### src/rtl/shader_pkg.sv
// rtl/shader_pkg.sv - shared types, default 640x480 timing and width helper for the shader scan path
package shader_pkg;

  typedef enum logic {BOUNCE = 1'b0, WRAP = 1'b1} time_mode_t;
  typedef enum logic {DIR_UP = 1'b0, DIR_DOWN = 1'b1} time_dir_t;

  localparam int DEF_WIDTH     = 640;
  localparam int DEF_HEIGHT    = 480;
  localparam int DEF_HFRONT    = 16;
  localparam int DEF_HSYNC     = 96;
  localparam int DEF_HBACK     = 48;
  localparam int DEF_VFRONT    = 10;
  localparam int DEF_VSYNC     = 2;
  localparam int DEF_VBACK     = 33;
  localparam int DEF_NUM_INSTR = 10;

  // Bit width for values 0..n-1, never narrower than one bit.
  function automatic int clog2_min1(input int n);
    return (n <= 2) ? 1 : $clog2(n);
  endfunction

endpackage

### src/rtl/scan_axis_counter.sv
// rtl/scan_axis_counter.sv - one scan axis: position counter, wrap pulse, sync and visible decodes
module scan_axis_counter #(
  parameter int RESOLUTION = 640,
  parameter int FRONT      = 16,
  parameter int SYNC       = 96,
  parameter int BACK       = 48,
  parameter int CW         = $clog2(RESOLUTION + FRONT + SYNC + BACK)
) (
  input  logic          clk_i,
  input  logic          rst_i,
  input  logic          inc_i,
  output logic [CW-1:0] cnt_o,
  output logic          wrap_o,
  output logic          sync_o,
  output logic          visible_o
);

  localparam int TOTAL = RESOLUTION + FRONT + SYNC + BACK;

  assign wrap_o    = inc_i && (cnt_o == CW'(TOTAL - 1));
  assign sync_o    = (cnt_o >= CW'(RESOLUTION + FRONT)) && (cnt_o < CW'(RESOLUTION + FRONT + SYNC));
  assign visible_o = cnt_o < CW'(RESOLUTION);

  always_ff @(posedge clk_i or posedge rst_i) begin
    if (rst_i) begin
      cnt_o <= '0;
    end else if (wrap_o) begin
      cnt_o <= '0;
    end else if (inc_i) begin
      cnt_o <= cnt_o + CW'(1);
    end
  end

endmodule

### src/rtl/shader_scan_scheduler.sv
// rtl/shader_scan_scheduler.sv - scan timing, shader block scheduling N cycles ahead, colour capture and frame time
module shader_scan_scheduler
  import shader_pkg::*;
#(
  parameter int WIDTH           = DEF_WIDTH,
  parameter int HEIGHT          = DEF_HEIGHT,
  parameter int HFRONT          = DEF_HFRONT,
  parameter int HSYNC           = DEF_HSYNC,
  parameter int HBACK           = DEF_HBACK,
  parameter int VFRONT          = DEF_VFRONT,
  parameter int VSYNC           = DEF_VSYNC,
  parameter int VBACK           = DEF_VBACK,
  parameter bit SYNC_ACTIVE_LOW = 1'b1,
  parameter int NUM_INSTR       = DEF_NUM_INSTR,
  parameter int TIME_W          = 8,
  parameter int COLOR_W         = 6,
  localparam int SW             = clog2_min1(NUM_INSTR),
  localparam int XW             = clog2_min1(WIDTH / NUM_INSTR),
  localparam int YW             = clog2_min1(HEIGHT / NUM_INSTR)
) (
  input  logic               clk_i,
  input  logic               rst_i,
  input  logic               enable_i,
  input  logic               time_mode_i,
  input  logic [3:0]         time_step_i,
  input  logic [COLOR_W-1:0] rgb_i,
  output logic               hsync_o,
  output logic               vsync_o,
  output logic               next_line_o,
  output logic               next_frame_o,
  output logic               execute_o,
  output logic [SW-1:0]      subpos_o,
  output logic [XW-1:0]      x_pos_o,
  output logic [YW-1:0]      y_pos_o,
  output logic               capture_o,
  output logic [TIME_W-1:0]  cur_time_o,
  output logic [COLOR_W-1:0] rrggbb_o
);

  localparam int HTOTAL = WIDTH + HFRONT + HSYNC + HBACK;
  localparam int VTOTAL = HEIGHT + VFRONT + VSYNC + VBACK;
  localparam int HW     = $clog2(HTOTAL);
  localparam int VW     = $clog2(VTOTAL);
  localparam logic [TIME_W-1:0] TIME_MAX = '1;

  if (WIDTH % NUM_INSTR != 0) begin : g_bad_width
    $error("WIDTH must be a multiple of NUM_INSTR");
  end
  if (NUM_INSTR < 2 || NUM_INSTR > HFRONT + HSYNC + HBACK) begin : g_bad_blank
    $error("NUM_INSTR must be at least 2 and fit in the horizontal blanking");
  end

  logic [HW-1:0] h;
  logic [VW-1:0] v;
  logic h_sync, v_sync, h_vis, v_vis;

  scan_axis_counter #(
    .RESOLUTION(WIDTH), .FRONT(HFRONT), .SYNC(HSYNC), .BACK(HBACK), .CW(HW)
  ) u_h_axis (
    .clk_i(clk_i), .rst_i(rst_i), .inc_i(enable_i),
    .cnt_o(h), .wrap_o(next_line_o), .sync_o(h_sync), .visible_o(h_vis)
  );

  scan_axis_counter #(
    .RESOLUTION(HEIGHT), .FRONT(VFRONT), .SYNC(VSYNC), .BACK(VBACK), .CW(VW)
  ) u_v_axis (
    .clk_i(clk_i), .rst_i(rst_i), .inc_i(next_line_o),
    .cnt_o(v), .wrap_o(next_frame_o), .sync_o(v_sync), .visible_o(v_vis)
  );

  assign hsync_o = SYNC_ACTIVE_LOW ? ~h_sync : h_sync;
  assign vsync_o = SYNC_ACTIVE_LOW ? ~v_sync : v_sync;

  // Target t = h + NUM_INSTR; lead_wrap means t has spilled into the next line.
  logic lead_wrap, lead_step, t_vis, tline_vis;
  assign lead_wrap = h >= HW'(HTOTAL - NUM_INSTR);
  assign lead_step = enable_i && (h == HW'(HTOTAL - NUM_INSTR - 1));
  assign t_vis     = lead_wrap || (h < HW'(WIDTH - NUM_INSTR));
  assign tline_vis = lead_wrap ? ((v < VW'(HEIGHT - 1)) || (v == VW'(VTOTAL - 1))) : v_vis;
  assign execute_o = enable_i && t_vis && tline_vis;

  // Block/row counters track t and the target line; they only need to be right while executing.
  logic [SW-1:0] sub_q, row_sub_q;
  logic [XW-1:0] xblk_q;
  logic [YW-1:0] row_blk_q;

  always_ff @(posedge clk_i or posedge rst_i) begin
    if (rst_i) begin
      sub_q     <= '0;
      xblk_q    <= XW'(1);
      row_sub_q <= '0;
      row_blk_q <= '0;
    end else if (enable_i) begin
      if (lead_step) begin
        sub_q  <= '0;
        xblk_q <= '0;
        if (v == VW'(VTOTAL - 1)) begin
          row_sub_q <= '0;
          row_blk_q <= '0;
        end else if (row_sub_q == SW'(NUM_INSTR - 1)) begin
          row_sub_q <= '0;
          row_blk_q <= row_blk_q + YW'(1);
        end else begin
          row_sub_q <= row_sub_q + SW'(1);
        end
      end else if (sub_q == SW'(NUM_INSTR - 1)) begin
        sub_q  <= '0;
        xblk_q <= xblk_q + XW'(1);
      end else begin
        sub_q <= sub_q + SW'(1);
      end
    end
  end

  assign subpos_o  = sub_q;
  assign x_pos_o   = xblk_q;
  assign y_pos_o   = row_blk_q;
  assign capture_o = execute_o && (sub_q == SW'(NUM_INSTR - 1));

  // Colour output is registered, so blanking is decided for the position the counters move to.
  logic [COLOR_W-1:0] cap_q, cap_d, rgb_q;
  logic h_vis_next, v_vis_next;
  assign cap_d      = capture_o ? rgb_i : cap_q;
  assign h_vis_next = (h < HW'(WIDTH - 1)) || next_line_o;
  assign v_vis_next = next_line_o ? ((v < VW'(HEIGHT - 1)) || next_frame_o) : v_vis;

  time_mode_t mode;
  time_dir_t  dir_q, dir_d;
  logic [TIME_W-1:0] time_q, time_d;
  logic [TIME_W:0]   step_x, sum_x;

  assign mode   = time_mode_t'(time_mode_i);
  assign step_x = (TIME_W + 1)'(time_step_i);
  assign sum_x  = {1'b0, time_q} + step_x;

  always_comb begin
    time_d = time_q;
    dir_d  = dir_q;
    if (next_frame_o && (time_step_i != 4'd0)) begin
      if (mode == WRAP) begin
        time_d = sum_x[TIME_W-1:0];
        dir_d  = DIR_UP;
      end else if (dir_q == DIR_UP) begin
        if (sum_x >= {1'b0, TIME_MAX}) begin
          time_d = TIME_MAX;
          dir_d  = DIR_DOWN;
        end else begin
          time_d = sum_x[TIME_W-1:0];
        end
      end else if ({1'b0, time_q} <= step_x) begin
        time_d = '0;
        dir_d  = DIR_UP;
      end else begin
        time_d = time_q - step_x[TIME_W-1:0];
      end
    end
  end

  always_ff @(posedge clk_i or posedge rst_i) begin
    if (rst_i) begin
      cap_q  <= '0;
      rgb_q  <= '0;
      time_q <= '0;
      dir_q  <= DIR_UP;
    end else if (enable_i) begin
      cap_q  <= cap_d;
      rgb_q  <= (h_vis_next && v_vis_next) ? cap_d : '0;
      time_q <= time_d;
      dir_q  <= dir_d;
    end
  end

  assign rrggbb_o   = rgb_q;
  assign cur_time_o = time_q;

endmodule

### config.mk
export PLATFORM = sky130hd
export DESIGN_NAME = shader_scan_scheduler
export DESIGN_NICKNAME = d
export VERILOG_FILES = /design/src/rtl/shader_pkg.sv /design/src/rtl/scan_axis_counter.sv /design/src/rtl/shader_scan_scheduler.sv
export SDC_FILE = /design/constraint.sdc
export NUM_CORES = 1
export LEC_CHECK = 0
export ABC_CLOCK_PERIOD_IN_PS = 4140
export CORE_MARGIN = 2
export CORE_UTILIZATION = 50
export CTS_CLUSTER_SIZE = 25
export DETAILED_ROUTE_END_ITERATION = 8
export DONT_BUFFER_PORTS = 1
export GPL_ROUTABILITY_DRIVEN = 0
export PLACE_DENSITY = 0.69
export SETUP_SLACK_MARGIN = 0.4
export SLEW_MARGIN = 20
export SYNTH_ARGS = -nofsm -noshare
export SYNTH_HDL_FRONTEND = slang
export SYNTH_SLANG_ARGS = --single-unit
### constraint.sdc
create_clock -name clk_i -period 4.14 [get_ports clk_i]
set_input_delay 0.828 -clock clk_i [delete_from_list [all_inputs] [get_ports clk_i]]
set_output_delay 0.828 -clock clk_i [all_outputs]
set_load 0.02 [all_outputs]
Yosys cells after proc, flatten, opt, wreduce, memory -nomap -nowiden
Cells that the tools add are included.
Widths: inputs -> output; s select.
{ "word_totals": {"register_bits": 61, "latchBits": 0, "ram_bits": 0, "mem_bits_ro": 0, "in_bits": 14, "out_inout_bits": 36, "word_cells": 83, "n_memories": 0} }
{ "op_classes": {"n_addsub": 8, "mul": 0, "div": 0, "order_cmp": 11, "eq_ne": 5, "shifts": 0, "mux": 24, "n_bitwise": 2, "reduce_logical": 23} }
{ "op_table": {"columns": ["operator", "n"], "rows": [
  ["$mux 10", 4],
  ["$mux 6", 6],
  ["$mux 8", 4],
  ["$eq 10x10->1 const B", 3],
  ["$lt 10x10->1 const B", 3],
  ["$lt 10x9->1 const B", 3],
  ["$add 10x1->10 const B", 2],
  ["$ge 10x10->1 const B", 2],
  ["$mux 4", 4],
  ["$add 6x1->6 const B", 2],
  ["$ge 10x9->1 const B", 1],
  ["$logic_and 1x1->1", 10],
  ["$add 8x4->9", 1],
  ["$ge 9x8->1 const B", 1],
  ["$add 4x1->4 const B", 2],
  ["$eq 4x4->1 const B", 2],
  ["$le 8x4->1", 1],
  ["$reduce_bool 2->1", 4],
  ["$sub 8x4->8", 1],
  ["$mux 1", 6],
  ["$reduce_and 2->1", 3],
  ["$logic_or 1x1->1", 4],
  ["$reduce_bool 4->1", 1],
  ["$reduce_and 3->1", 1],
  ["$not 1->1", 2]
]} }

Logic depth before layout (Yosys ltp)
Gate-level depths: netlist of run 1.
{ "logic_depth": {"word_depth": 7, "depth_mapped": 10} }

By module
Synthesis of run 1 repeated with hierarchy kept, for this count alone.
{ "unflattened": {"cells_unflattened": 418, "hier_area_um2": 3871.2} }
{ "modules_own_cells": {"columns": ["mod", "instances", "cells_per_inst", "area_each_um2", "seq_area_each_um2"], "rows": [
  ["shader_scan_scheduler", 1, 308, 2748.9, 1027.2],
  ["scan_axis_counter at u_h_axis", 1, 55, 561.8, 250.2],
  ["scan_axis_counter at u_v_axis", 1, 55, 560.5, 250.2]
]} }

Worst setup path after synthesis of run 1
Ideal clock, no wire load.
{ "synth_path": {"path_type": "input to output", "startpoint": "input port enable_i", "endpoint": "output port next_line_o", "arrival_time_ps": 2080, "required_time_ps": 3312, "path_slack_ps": 1232, "stages": 6, "path_cell_list": "buf_4 -> or3b_4 -> nor2_1 -> nand2_2 -> inv_1 -> buf_1"} }
{ "synth_via": {"elab_chain_cells": 1} }
{ "synth_lines": {"columns": ["element", "line", "source"], "rows": [
  ["start, declared", "shader_scan_scheduler.sv:23", "input logic enable_i,"],
  ["$logic_and 1x1->1", "scan_axis_counter.sv:20", "assign wrap_o = inc_i && (cnt_o == CW'(TOTAL - 1));"],
  ["end, declared", "shader_scan_scheduler.sv:29", "output logic next_line_o,"]
]} }
No other way between the ends.

Worst setup path after layout of run 1
{ "layout_path": {"startpoint": "register u_h_axis.cnt_o[0]", "endpoint": "output port execute_o"} }
{ "layout_via": {"elab_chain_cells": 4} }
{ "layout_lines": {"columns": ["element", "line", "source"], "rows": [
  ["start, declared", "scan_axis_counter.sv:12", "output logic [CW-1:0] cnt_o,"],
  ["start signal, assigned", "scan_axis_counter.sv:30", "cnt_o <= cnt_o + CW'(1);"],
  ["$ge 10x10->1 or $lt 10x10->1 (tied branches)", "shader_scan_scheduler.sv:76, shader_scan_scheduler.sv:78", null],
  ["$logic_or 1x1->1", "shader_scan_scheduler.sv:78", "assign t_vis = lead_wrap || (h < HW'(WIDTH - NUM_INSTR));"],
  ["$logic_and 1x1->1", "shader_scan_scheduler.sv:80", "assign execute_o = enable_i && t_vis && tline_vis;"],
  ["$logic_and 1x1->1 *", "shader_scan_scheduler.sv:80", null],
  ["end, declared", "shader_scan_scheduler.sv:31", "output logic execute_o,"]
]} }
Mark *: on every way between the ends. The rest lies on a longest branch, timed or not.

==> out/results.txt, run 1 <==
Ys Warns - 0
post-synthesis sequential area ratio - 41.2%
Clock Sinks - 61
Synth-to-Final Area Change - 8.74%
Skew-Pair Late Insertion Delay - 0.33 ns
Hold Crit Class - flop to flop
pwr/cell area - 461 nW/um^2
R2R depth - 7
Final Cycle Share - 80.4%
Mean Syn Cell Area - 9.18 um^2
H-tree depth - 3
CTS resizes - 0
post-layout instance area - 4030 um^2
FMAX - 0.300 GHz
Overall Global Routing Usage - 19.2%
Die X-Extent - 90.1 um
Avg WL per Cell - 14.9 um
P_leak - 1.86 nW
Async S/R FF share, synth - 100%
Post-synth EDFFs - 0
first-pass GRT wire length - 12.9 mm
CTS tree - yes
CTS buffer count - 9
synth unique cells - 57
Hold Fails Final Rpt - 0
Worst VDD drop - 0.000388 V
Worst EP required - 3.31 ns
# diodes - 0
Initial DRC Count - 137
Critical Path AT - 2.50 ns
Hold Path Cell Cnt - 2
setup bufs post-CTS - 0
I/O pins - 50
met2 Usage GRT - 31.3%
setup TNS - 0 ns
Vias/cell - 5.58
area of the mapped netlist - 3710 um^2
FILL cells - 661
DR DRC count - 0
#FFs+latches synth - 61
routed via count - 2813
CTS root buffer - clkbuf_8
top cell type by total area after synthesis - dfrtp_1
# setup viols final - 0
crit start category - flop
share of cells above drive strength 1 - 6.42%
Worst Setup End Kind - primary output
Max transition margin - 42.1%
crit path max fanout - 5
largest cells by area after synthesis - dfrtp_1 40%, ha_1 6.4%, xor2_1 5.2%
RSZ-0062 raised after global routing - no
Final Util - 55.9%
Final HPWL DP - 5.39 mm
fin. max-slew vios - 0
final non-filler cell total - 504
antenna viol nets, final - 0
Placement Rows - 31
vias in the first global route - 2737
placed insts - 488
predominant post-synthesis flop cell - dfrtp_1
Max clock buf depth - 2
pin count of the biggest net entering global routing - 51
Mapped Cells - 404
gr ovfl total - 0
Hold Worst Slack - 0.485 ns
met1 Track Usage GR - 25.3%
Cell Area, Placed - 3760 um^2
drt pass-1 iters - 4
Clock Pin Slew Worst Setup and Hold Paths - 0.07 ns
DRT Wirelength - 7.49 mm
Max-Cap Viols - 0
Least-Margin Pin Slew - 0.861 ns
post-layout min period - 3.33 ns
clock skew - 0.00857 ns
outcome - complete, no violations
grt met3 use - 5.20%
initial antenna violation count - 0
Core Footprint - 7210 um^2
die area - 8120 um^2
initial cell density of the core - 51.4%
CTS Hold Bufs - 0
PortBufs - 0
top-area cell type share of the netlist area - 40.5%
Die H - 90.1 um
GR peak layer - met2
Mapped Nets - 439
CP Class - flop to primary output
Nets - 435
## final timing paths
check / from / endpoint / slack, ns
worst max-delay path: u_h_axis.cnt_o[0]$_DFFE_PP0P_ / execute_o / 0.81
worst min-delay path: cap_q[0]$_DFFE_PP0P_ / cap_q[0]$_DFFE_PP0P_ / 0.48
worst max register to register: u_v_axis.cnt_o[1]$_DFFE_PP0P_ / cur_time_o[6]$_DFFE_PP0P_ / 1.32
worst min register to register: cap_q[0]$_DFFE_PP0P_ / cap_q[0]$_DFFE_PP0P_ / 0.48
max in group asynchronous: rst_i / x_pos_o[0]$_DFFE_PP1P_ / 2.87
min in group asynchronous: rst_i / cur_time_o[7]$_DFFE_PP0P_ / 0.52
## area by class of cell
cell class	instances	area [um^2]	share of cell area (%)
Multi-Input combinational cell	292	1970	48.8
Clock inverter	6	134	3.32
Tap cell	99	124	3.07
Inverter	35	133	3.29
Timing Repair Buffer	1	7.51	0.186
Sequential cell	61	1530	37.9
Clock buffer	10	138	3.41
## per-stage QoR
stage / power, W / setup slack, ns
2_1_floorplan: 0.00111 / 1.23
3_3_place_gp: 0.00116 / 1.18
3_5_place_dp: 0.00117 / 1.17
4_1_cts: 0.00188 / 0.795
5_1_grt: 0.00196 / 0.672
6_report: 0.00186 / 0.811
## logic make-up (layout without fill, tap and decap cells)
logic type,after synthesis,in the layout,share of synthesized area [%]
AO/OA/AOI/OAI,82,82,15.2
XOR/XNOR,31,31,7.32
adder cells (fa/ha/maj),21,21,7.49
buffers and inverters,51,52,5.70
flip-flops,61,61,41.2
multiplexers,7,7,1.89
AND/OR/NAND/NOR,151,151,21.2
## state kept, by name (all words and copies together) (netlist names)
signal	count
x_pos_o	6
cur_time_o	8
u_v_axis.cnt_o	10
rrggbb_o	6
u_h_axis.cnt_o	10
cap_q	6
dir_q	1
row_sub_q	4
subpos_o	4
y_pos_o	6
## cell usage in the layout (no fill, tap or decap), types with 4 or more instances in the layout
master      n
nand3_1    11
o22ai_1     8
o21ai_0    22
and3_1      5
nor2_1     40
ha_1       19
nand3b_1    4
a21oi_1    16
o31ai_1     5
nor2b_1     8
and2_1      4
bufinv_16   4
clkbuf_8   10
nand4_1    17
xnor2_1     9
nand2_1    27
inv_1      34
nor3_1     12
xor2_1     22
a21o_1      5
mux2i_1     7
dfrtp_1    60
nand2b_1    5
## report_power, final
| part | switching [W] | total, W | internal, W |
|---|---|---|---|
| Combinational | 0.000140 | 0.000258 | 0.000118 |
| Clock | 0.000228 | 0.000706 | 0.000477 |
| Sequential | 0.000185 | 0.000896 | 0.000711 |
| Total | 0.000553 | 0.00186 | 0.00131 |
## cell usage after synthesis (7+ instances only)
master,n
o22ai_1,8
nor2_1,40
o21ai_0,22
mux2i_1,7
ha_1,19
clkbuf_1,8
a21oi_1,16
dfrtp_1,60
nand3_1,11
xnor2_1,9
xor2_1,22
nand4_1,17
nor2b_1,8
inv_1,35
nand2_1,27
nor3_1,12
## layer usage
metal  part of all wire [%]  vias to the layer above  wire length [um]
met5                      0                        -                 0
met4                   0.81                        0                61
met3                    4.7                        6               355
met2                     47                       55              3500
met1                     48                     1344              3570
li1                       -                     1408                 -
## critical path, stage by stage, from the launching register on
cell	delay, ns
dfrtp_1	0.43
inv_1	0.11
ha_1	0.15
or3b_1	0.39
a2111oi_4	0.37
o32ai_2	0.15
a21boi_0	0.58
Note: power is estimated with default switching activity, not from simulation.
==> inputs of run 2 (changes only) <==
Settings changed: ABC_CLOCK_PERIOD_IN_PS 4140 to 3300.
Clock period 4.14 ns to 3.3 ns, I/O delays scaled along.
==> out/results.txt, run 2 (same netlist as run 1, synthesis figures left out) <==
Pwr Total - 0.00221 W (+19%)
H-tree depth - 3 (unchanged)
Avg WL per Cell - 14.9 um (+0.29%)
P_leak - 1.87 nW (+0.60%)
Synth-to-Final Area Change - 9.85%
crit start category - flop
post-layout min period - 2.86 ns
routed via count - 2851 (+1.4%)
clock skew - 0.00912 ns (+0.000550 ns)
post-layout instance area - 4070 um^2 (+1.0%)
Worst Setup End Kind - primary output
Final Util - 56.5% (+0.57 points)
Nets - 442 (+1.6%)
# diodes - 0 (unchanged)
Max-Cap Viols - 0 (unchanged)
I/O pins - 50 (unchanged)
initial cell density of the core - 51.4% (unchanged)
share of cells above drive strength 1 - 9.47% (+3.0 points)
DP Worst Slack - 0.480 ns (-0.686 ns)
FMAX - 0.350 GHz
PortBufs - 0 (unchanged)
Critical Path AT - 2.20 ns (-0.30 ns)
commonest non-fill, non-tap cell in the layout - dfrtp_1
Hold Crit Class - primary input to async pin
RSZ-0062 raised after global routing - yes
first-pass GRT wire length - 13.4 mm (+3.6%)
Core Footprint - 7210 um^2 (unchanged)
grt met3 use - 6.71% (+1.5 points)
vias in the first global route - 2827 (+3.3%)
fin. max-slew vios - 0 (unchanged)
die area - 8120 um^2 (unchanged)
Worst VDD drop - 0.000448 V (+15%)
Skew-Pair Late Insertion Delay - 0.34 ns (about the same)
worst setup margin - 0.441 ns (-0.370 ns)
DRT Wirelength - 7.62 mm (+1.7%)
antenna viol nets, final - 0 (unchanged)
Placement Rows - 31 (unchanged)
CP Class - flop to primary output
initial antenna violation count - 0 (unchanged)
Clock Pin Slew Worst Setup and Hold Paths - 0.07 ns (about the same)
CTS buffer count - 9 (unchanged)
Worst EP required - 2.64 ns (-0.67 ns)
drt pass-1 iters - 4 (unchanged)
Least-Margin Pin Slew - 0.834 ns (-0.0275 ns)
crit path max fanout - 7 (+2)
pwr/cell area - 543 nW/um^2 (+18%)
CTS tree - yes
CTS root buffer - clkbuf_8
# setup viols final - 0 (unchanged)
most frequent cells in the layout - 60 x dfrtp_1, 40 x nor2_1, 33 x inv_1
GR peak layer - met2
pin count of the biggest net entering global routing - 29 (-43%)
CTS Hold Bufs - 0 (unchanged)
Die H - 90.1 um (unchanged)
gr ovfl total - 0 (unchanged)
outcome - complete, no violations
Final Cycle Share - 86.6%
Final HPWL DP - 5.43 mm (+0.78%)
met2 Usage GRT - 31.1% (-0.19 points)
Hold Fails Final Rpt - 0 (unchanged)
Overall Global Routing Usage - 20.1% (+0.88 points)
DR DRC count - 0 (unchanged)
Die X-Extent - 90.1 um (unchanged)
r2r setup slk - 0.68 ns (-0.64 ns)
setup TNS - 0 ns (unchanged)
Max clock buf depth - 2 (unchanged)
Initial DRC Count - 87 (-36%)
Cell Area, Placed - 3790 um^2 (+0.80%)
Max transition margin - 44.0% (+1.8 points)
Vias/cell - 5.58 (about the same)
met1 Track Usage GR - 27.1% (+1.7 points)
Clock Sinks - 61 (unchanged)
run 2: worst paths after layout:
check / cells past startpoint / start / end
hold reg to reg: 2 / cap_q[3]$_DFFE_PP0P_ / cap_q[3]$_DFFE_PP0P_
hold / removal: 1 / rst_i / y_pos_o[5]$_DFFE_PP0P_
setup / recovery: 6 / u_h_axis.cnt_o[0]$_DFFE_PP0P_ / capture_o
max in group asynchronous: 2 / rst_i / x_pos_o[0]$_DFFE_PP1P_
setup reg to reg: 10 / cur_time_o[0]$_DFFE_PP0P_ / cur_time_o[5]$_DFFE_PP0P_
min in group clk_i: 1 / enable_i / rrggbb_o[5]$_DFFE_PP0P_
run 2: layer usage:
layer	vias to the layer above	routed length (um)	share of wire (%)
met1	1370	3490	46
met5	-	0	0
met2	65	3590	47
li1	1410	-	-
met4	0	81	1.1
met3	6	457	6.0
run 2: per-stage QoR:
step                      hold slack (ns)  cells
after detailed placement            0.466    492
final                               0.157    511
after global placement              0.460    492
after global routing                0.175    511
after floorplan                     0.447    404
after CTS                           0.156    511
run 2: repair_timing:
| item | 4_1_cts | 5_1_grt |
|---|---|---|
| pin swaps | 4 | 1 |
| setup buffers | 3 | 0 |
| setup endpoints to repair | 2 | 5 |
| gates resized for setup | 8 | 1 |
| cloned | 0 | 0 |
run 2: where the power goes:
group	total [W]	switching, W	internal [W]
clock	0.000737	0.000308	0.000429
sequential	0.00112	0.000228	0.000891
combinational	0.000355	0.000189	0.000167
run 2: final cells by class:
class / instances / area [um^2]
fill: 658 / 3140
multi-input combinational: 292 / 2010
sequential: 61 / 1530
inverter: 35 / 131
clock buffer: 9 / 124
tap: 99 / 124
clock inverter: 7 / 98.8
timing repair buffer: 8 / 60.1
run 2: worst max-delay path, stage by stage (launching register included):
cell,delay (ns)
dfrtp_1,0.39
inv_2,0.08
ha_4,0.11
or3b_4,0.37
a2111oi_4,0.34
o32ai_4,0.16
a21oi_4,0.40
==> inputs of run 3 (changes only) <==
--- a/config.mk
+++ b/config.mk
@@ -7,3 +7,3 @@
 export LEC_CHECK = 0
-export ABC_CLOCK_PERIOD_IN_PS = 3300
+export ABC_CLOCK_PERIOD_IN_PS = 3200
 export CORE_MARGIN = 2
==> constraint.sdc (replaced) <==
create_clock -name clk_i -period 3.2 [get_ports clk_i]
set_input_delay 0.64 -clock clk_i [delete_from_list [all_inputs] [get_ports clk_i]]
set_output_delay 0.64 -clock clk_i [all_outputs]
set_load 0.005 [all_outputs]
==> out/results.txt, run 3 (same netlist as run 1, synthesis figures left out) <==
outcome - complete, no violations
worst-path cell with the longest stage delay - dfrtp_1
Avg WL per Cell - 15.1 um (+1.6%)
Vias/cell - 5.68 (+1.8%)
Core Footprint - 7210 um^2 (unchanged)
crit start category - flop
gr ovfl total - 0 (unchanged)
Max clock buf depth - 2 (unchanged)
setup TNS - 0 ns (unchanged)
die area - 8120 um^2 (unchanged)
DRT Wirelength - 7.74 mm (+1.6%)
Die X-Extent - 90.1 um (unchanged)
critical path's largest stage delay - 0.40 ns (about the same)
Cell Area, Placed - 3800 um^2 (+0.20%)
CTS root buffer - clkbuf_8
Worst Setup End Kind - primary output
FF/Latch Area - 1530 um^2 (unchanged)
FMAX - 0.356 GHz
most frequent cells in the layout - 60 x dfrtp_1, 40 x nor2_1, 33 x inv_1
multi-input logic area - 2010 um^2 (unchanged)
PortBufs - 0 (unchanged)
Hold Fails Final Rpt - 0 (unchanged)
Nets - 442 (unchanged)
Placement Rows - 31 (unchanged)
final non-filler cell total - 511 (unchanged)
fin. max-slew vios - 0 (unchanged)
Overall Global Routing Usage - 20.0% (-0.13 points)
CTS tree - yes
DR DRC count - 0 (unchanged)
CTS buffer count - 9 (unchanged)
R2R depth - 7 (-3)
crit path max fanout - 7 (unchanged)
Die H - 90.1 um (unchanged)
Critical Path AT - 2.17 ns (-0.03 ns)
Worst EP required - 2.56 ns (-0.08 ns)
placed insts - 493 (+0.20%)
Synth-to-Final Area Change - 8.64%
crit path cell chain - inv_2, ha_4, or3b_4, a2111oi_4, o32ai_4, a21oi_4
Reg2Reg Launch Point - cur_time_o[2]$_DFFE_PP0P_
antenna viol nets, final - 0 (unchanged)
pin count of the biggest net entering global routing - 39 (+34%)
# setup viols final - 0 (unchanged)
commonest non-fill, non-tap cell in the layout - dfrtp_1
first-pass GRT wire length - 13.2 mm (-1.1%)
Clock Pin Slew Worst Setup and Hold Paths - 0.07 ns (about the same)
pwr/cell area - 507 nW/um^2 (-6.6%)
post-layout instance area - 4030 um^2 (-1.1%)
Final Cycle Share - 87.8%
DP Worst Slack - 0.458 ns (-0.0219 ns)
Hold Crit Class - primary input to async pin
I/O pins - 50 (unchanged)
P_leak - 1.85 nW (-0.87%)
share of cells above drive strength 1 - 9.22% (-0.24 points)
Clock Sinks - 61 (unchanged)
Worst VDD drop - 0.000379 V (-15%)
CP Class - flop to primary output
clock skew - 0.00721 ns (-0.00191 ns)
Max-Cap Viols - 0 (unchanged)
Least-Margin Pin Slew - 0.784 ns (-0.0497 ns)
Initial DRC Count - 127 (+46%)
worst r2r dst - cur_time_o[2]$_DFFE_PP0P_
Skew-Pair Late Insertion Delay - 0.34 ns (about the same)
initial antenna violation count - 0 (unchanged)
Final HPWL DP - 5.57 mm (+2.7%)
crit-path leading delay family - compound AO/OA/AOI/OAI gates
initial cell density of the core - 51.4% (unchanged)
routed via count - 2901 (+1.8%)
RSZ-0062 raised after global routing - yes
Bufs and invs on worst path - 1 (unchanged)
FILL cells - 673 (+2.3%)
H-tree depth - 3 (unchanged)
drt pass-1 iters - 4 (unchanged)
vias in the first global route - 2790 (-1.3%)
worst setup margin - 0.390 ns (-0.0513 ns)
post-layout min period - 2.81 ns
r2r setup slk - 0.69 ns (about the same)
Max transition margin - 47.7% (+3.7 points)
# diodes - 0 (unchanged)
run 3: changes by cell type in the layout (fill, tap and decap cells not counted):
cell       before  now
bufinv_16       2    0
clkbuf_1        0    1
clkbuf_8        9   11
clkinv_2        1    3
clkinv_4        2    0
inv_6           1    0
run 3: final cells by class:
| class | count | area share [%] |
|---|---|---|
| clock inverter | 4 | 0.559 |
| tap | 99 | 3.07 |
| inverter | 35 | 3.26 |
| sequential | 61 | 37.9 |
| multi-input combinational | 292 | 49.8 |
| clock buffer | 12 | 3.85 |
| timing repair buffer | 8 | 1.49 |
run 3: metrics by stage:
step / util, % / hold slack [ns] / total power (W)
4_1_cts: 55.8 / 0.351 / 0.00206
2_1_floorplan: - / 0.447 / 0.00135
3_5_place_dp: 52.6 / 0.467 / 0.00143
3_3_place_gp: 52.6 / 0.460 / 0.00141
5_1_grt: 55.8 / 0.379 / 0.00218
6_report: 55.8 / 0.325 / 0.00204
run 3: report_power, final:
part / switching, W / leakage [nW] / total, W / internal [W]
logic: 0.000193 / 0.975 / 0.000364 / 0.000170
registers: 0.000150 / 0.786 / 0.00107 / 0.000920
clock network: 0.000288 / 0.0921 / 0.000607 / 0.000319
run 3: worst max path at each step:
stage,from,end,cells after the start
finish,u_h_axis.cnt_o[0]$_DFFE_PP0P_,capture_o,6
global route,u_h_axis.cnt_o[0]$_DFFE_PP0P_,capture_o,6
CTS,u_h_axis.cnt_o[0]$_DFFE_PP0P_,capture_o,6
detailed placement,time_step_i[0],cur_time_o[5]$_DFFE_PP0P_,9
global placement,time_step_i[0],cur_time_o[5]$_DFFE_PP0P_,9
floorplan,time_step_i[0],cur_time_o[5]$_DFFE_PP0P_,9
run 3: layer usage:
metal,GRT usage [%],up-vias,share of wire [%]
li1,-,1421,-
met1,27.0,1399,46
met2,30.5,70,46
met3,6.71,11,6.0
met4,6.54,0,1.4
met5,0,-,0
run 3: timing repair:
| action | CTS | global route |
|---|---|---|
| setup buffers | 2 | 0 |
| gates cloned | 0 | 0 |
| setup endpoints to repair | 2 | 4 |
| resized for setup | 8 | 1 |
| hold buffers | 0 | 0 |
| pin swaps | 4 | 1 |
==> RTL change, RTL diff (config.mk and constraints of run 1) <==
Set the package constant `DEF_HSYNC` to 192 (it was 96).
--- a/src/rtl/shader_pkg.sv
+++ b/src/rtl/shader_pkg.sv
@@ -7,7 +7,7 @@
   localparam int DEF_WIDTH     = 640;
   localparam int DEF_HEIGHT    = 480;
   localparam int DEF_HFRONT    = 16;
-  localparam int DEF_HSYNC     = 96;
+  localparam int DEF_HSYNC     = 192;
   localparam int DEF_HBACK     = 48;
   localparam int DEF_VFRONT    = 10;
   localparam int DEF_VSYNC     = 2;
Function: no difference found for any inputs over 10 cycles, from zero or initial values and one cycle with rst_i high; that may be too few to reach the edited logic, so the function may still have changed.
==> RTL change against run 1 <==
Synthesized area up 0.47%. Sequential share of layout area up 0.49 points. First-iteration DRC count down 0.73%. Via count up 5.2%. Total power down 7.8%. Sequential cell count unchanged. Wire length up 4.6%. Worst setup slack better by 0.032 ns. Final area down 1.3%. Combinational power up 3%. Critical path type unchanged. Largest cell class unchanged.
==> RTL change: results (changes against run 1) <==
| Metric | Value |
|---|---|
| Outcome | completed (unchanged) |
| Leakage power | 1.856 nW (was 1.858 nW) |
| WL/cell | 15.40 um (was 14.86 um) |
| Clock Latency Late Sink | 0.34 ns |
| Peak supply drop | 0.3099 mV (was 0.3884 mV) |
| IO buf count | 0 (unchanged) |
| Seq/Total Area, Yosys | 0.4100 (was 0.4119) |
| DRT Pass-1 Iters | 5 (was 4) |
| Total number of vias | 2959 (was 2813) |
| Top cells by count, synth | dfrtp_1 (60), nor2_1 (41), nand2_1 (33) (was dfrtp_1 (60), nor2_1 (40), inv_1 (35)) |
| Vias in the first global route | 2874 (was 2737) |
| Syn Nets | 448 (was 439) |
| N_diodes | 0 (unchanged) |
| Root Driver | clkbuf_8 (unchanged) |
| First-pass GRT wire length | 13540 um (was 12920 um) |
| Synth area leaders | dfrtp_1 (40%), ha_1 (6.4%), nor2_1 (4.1%) (was dfrtp_1 (40%), ha_1 (6.4%), xor2_1 (5.2%)) |
| Largest net degree at the start of global routing | 37 (was 51) |
| CP max FO | 7 (was 5) |
| CTS clk-pin slew, worst paths | 0.07 ns (about the same) |
| Reg-to-reg slack, setup | 1.48 ns (was 1.32 ns) |
| # nets final | 442 (was 435) |
| Syn. warnings | 0 (unchanged) |
| Worst slew margin relative to its limit | 0.3330 (was 0.4214) |
| Arr. time, crit path | 2.47 ns (was 2.50 ns) |
| Post-DP HPWL | 5666 um (was 5388 um) |
| H-tree depth reported by CTS | 3 (unchanged) |
| Layout cell share with drive strength beyond 1 | 0.07073 (was 0.06420) |
| DRT iter0 DRCs | 136 (was 137) |
| Clk_skew | 0.008972 ns (was 0.008572 ns) |
| Global-route usage over all layers | 0.2046 (was 0.1924) |
| Share of flip-flops with an asynchronous set or reset | 1.000 (unchanged) |
[RTL change: metal layers]
layer,vias up,GRT usage,wire (um)
li1,1446,-,-
met1,1428,0.2668,3567
met2,74,0.3340,3786
met3,11,0.05509,387
met4,0,0.06410,97
met5,-,0,0
[RTL change: path summary, 6_finish.rpt]
check	end	from	depth (start not counted)
min	cap_q[1]	cap_q[1]	2
min reg2reg	cap_q[1]	cap_q[1]	2
max	capture_o	u_v_axis.cnt_o[0]	7
max reg2reg	cur_time_o[0]	cur_time_o[2]	7
min in group asynchronous	subpos_o[2]	rst_i	1
max in group asynchronous	x_pos_o[0]	rst_i	2
[RTL change: worst max-delay path, stage by stage, from the launching register on]
cell      delay (ns)
dfrtp_1         0.42
inv_1           0.11
ha_1            0.15
nor4bb_1        0.34
nand4_1         0.17
a221oi_1        0.48
o21ai_2         0.24
inv_1           0.22
[RTL change: kinds of logic (layout without fill, tap and decap cells)]
kind of cell / count (synthesis) / count (layout) / share of synthesized area
adder cells (fa/ha/maj): 21 / 21 / 0.07455
buffers and inverters: 48 / 45 / 0.05238
multiplexers: 9 / 9 / 0.02518
flip-flops: 61 / 61 / 0.4100
AO/OA/AOI/OAI: 93 / 93 / 0.1652
AND/OR/NAND/NOR: 155 / 155 / 0.2115
XOR/XNOR: 26 / 26 / 0.06112
[RTL change: cell type report]
cell class	count	area [um2]
fillers	689	3272
clock inverters	1	30.03
well taps	99	123.9
inverters	28	105.1
repair buffers	3	22.52
flip-flops and latches	61	1528
clock buffers	13	168.9
multi-input cells	304	2003
[RTL change: power by group]
part | total [mW] | internal, mW | switching, mW
logic | 0.265 | 0.124 | 0.140
clock network | 0.533 | 0.321 | 0.212
registers | 0.918 | 0.719 | 0.199
total | 1.72 | 1.16 | 0.551
[RTL change: through the flow]
| step | total power, mW | hold slack (ns) | setup slack (ns) | std cells | instance area, um2 |
|---|---|---|---|---|---|
| 2_1_floorplan | 1.129 | 0.4508 | 1.366 | 413 | 3726 |
| 3_5_place_dp | 1.194 | 0.4748 | 1.196 | 495 | 3782 |
| 3_3_place_gp | 1.182 | 0.4655 | 1.274 | 495 | 3782 |
| 6_report | 1.715 | 0.4845 | 0.8434 | 509 | 3981 |
| 5_1_grt | 1.824 | 0.5278 | 0.6463 | 509 | 3981 |
| 4_1_cts | 1.733 | 0.4911 | 0.8217 | 509 | 3981 |
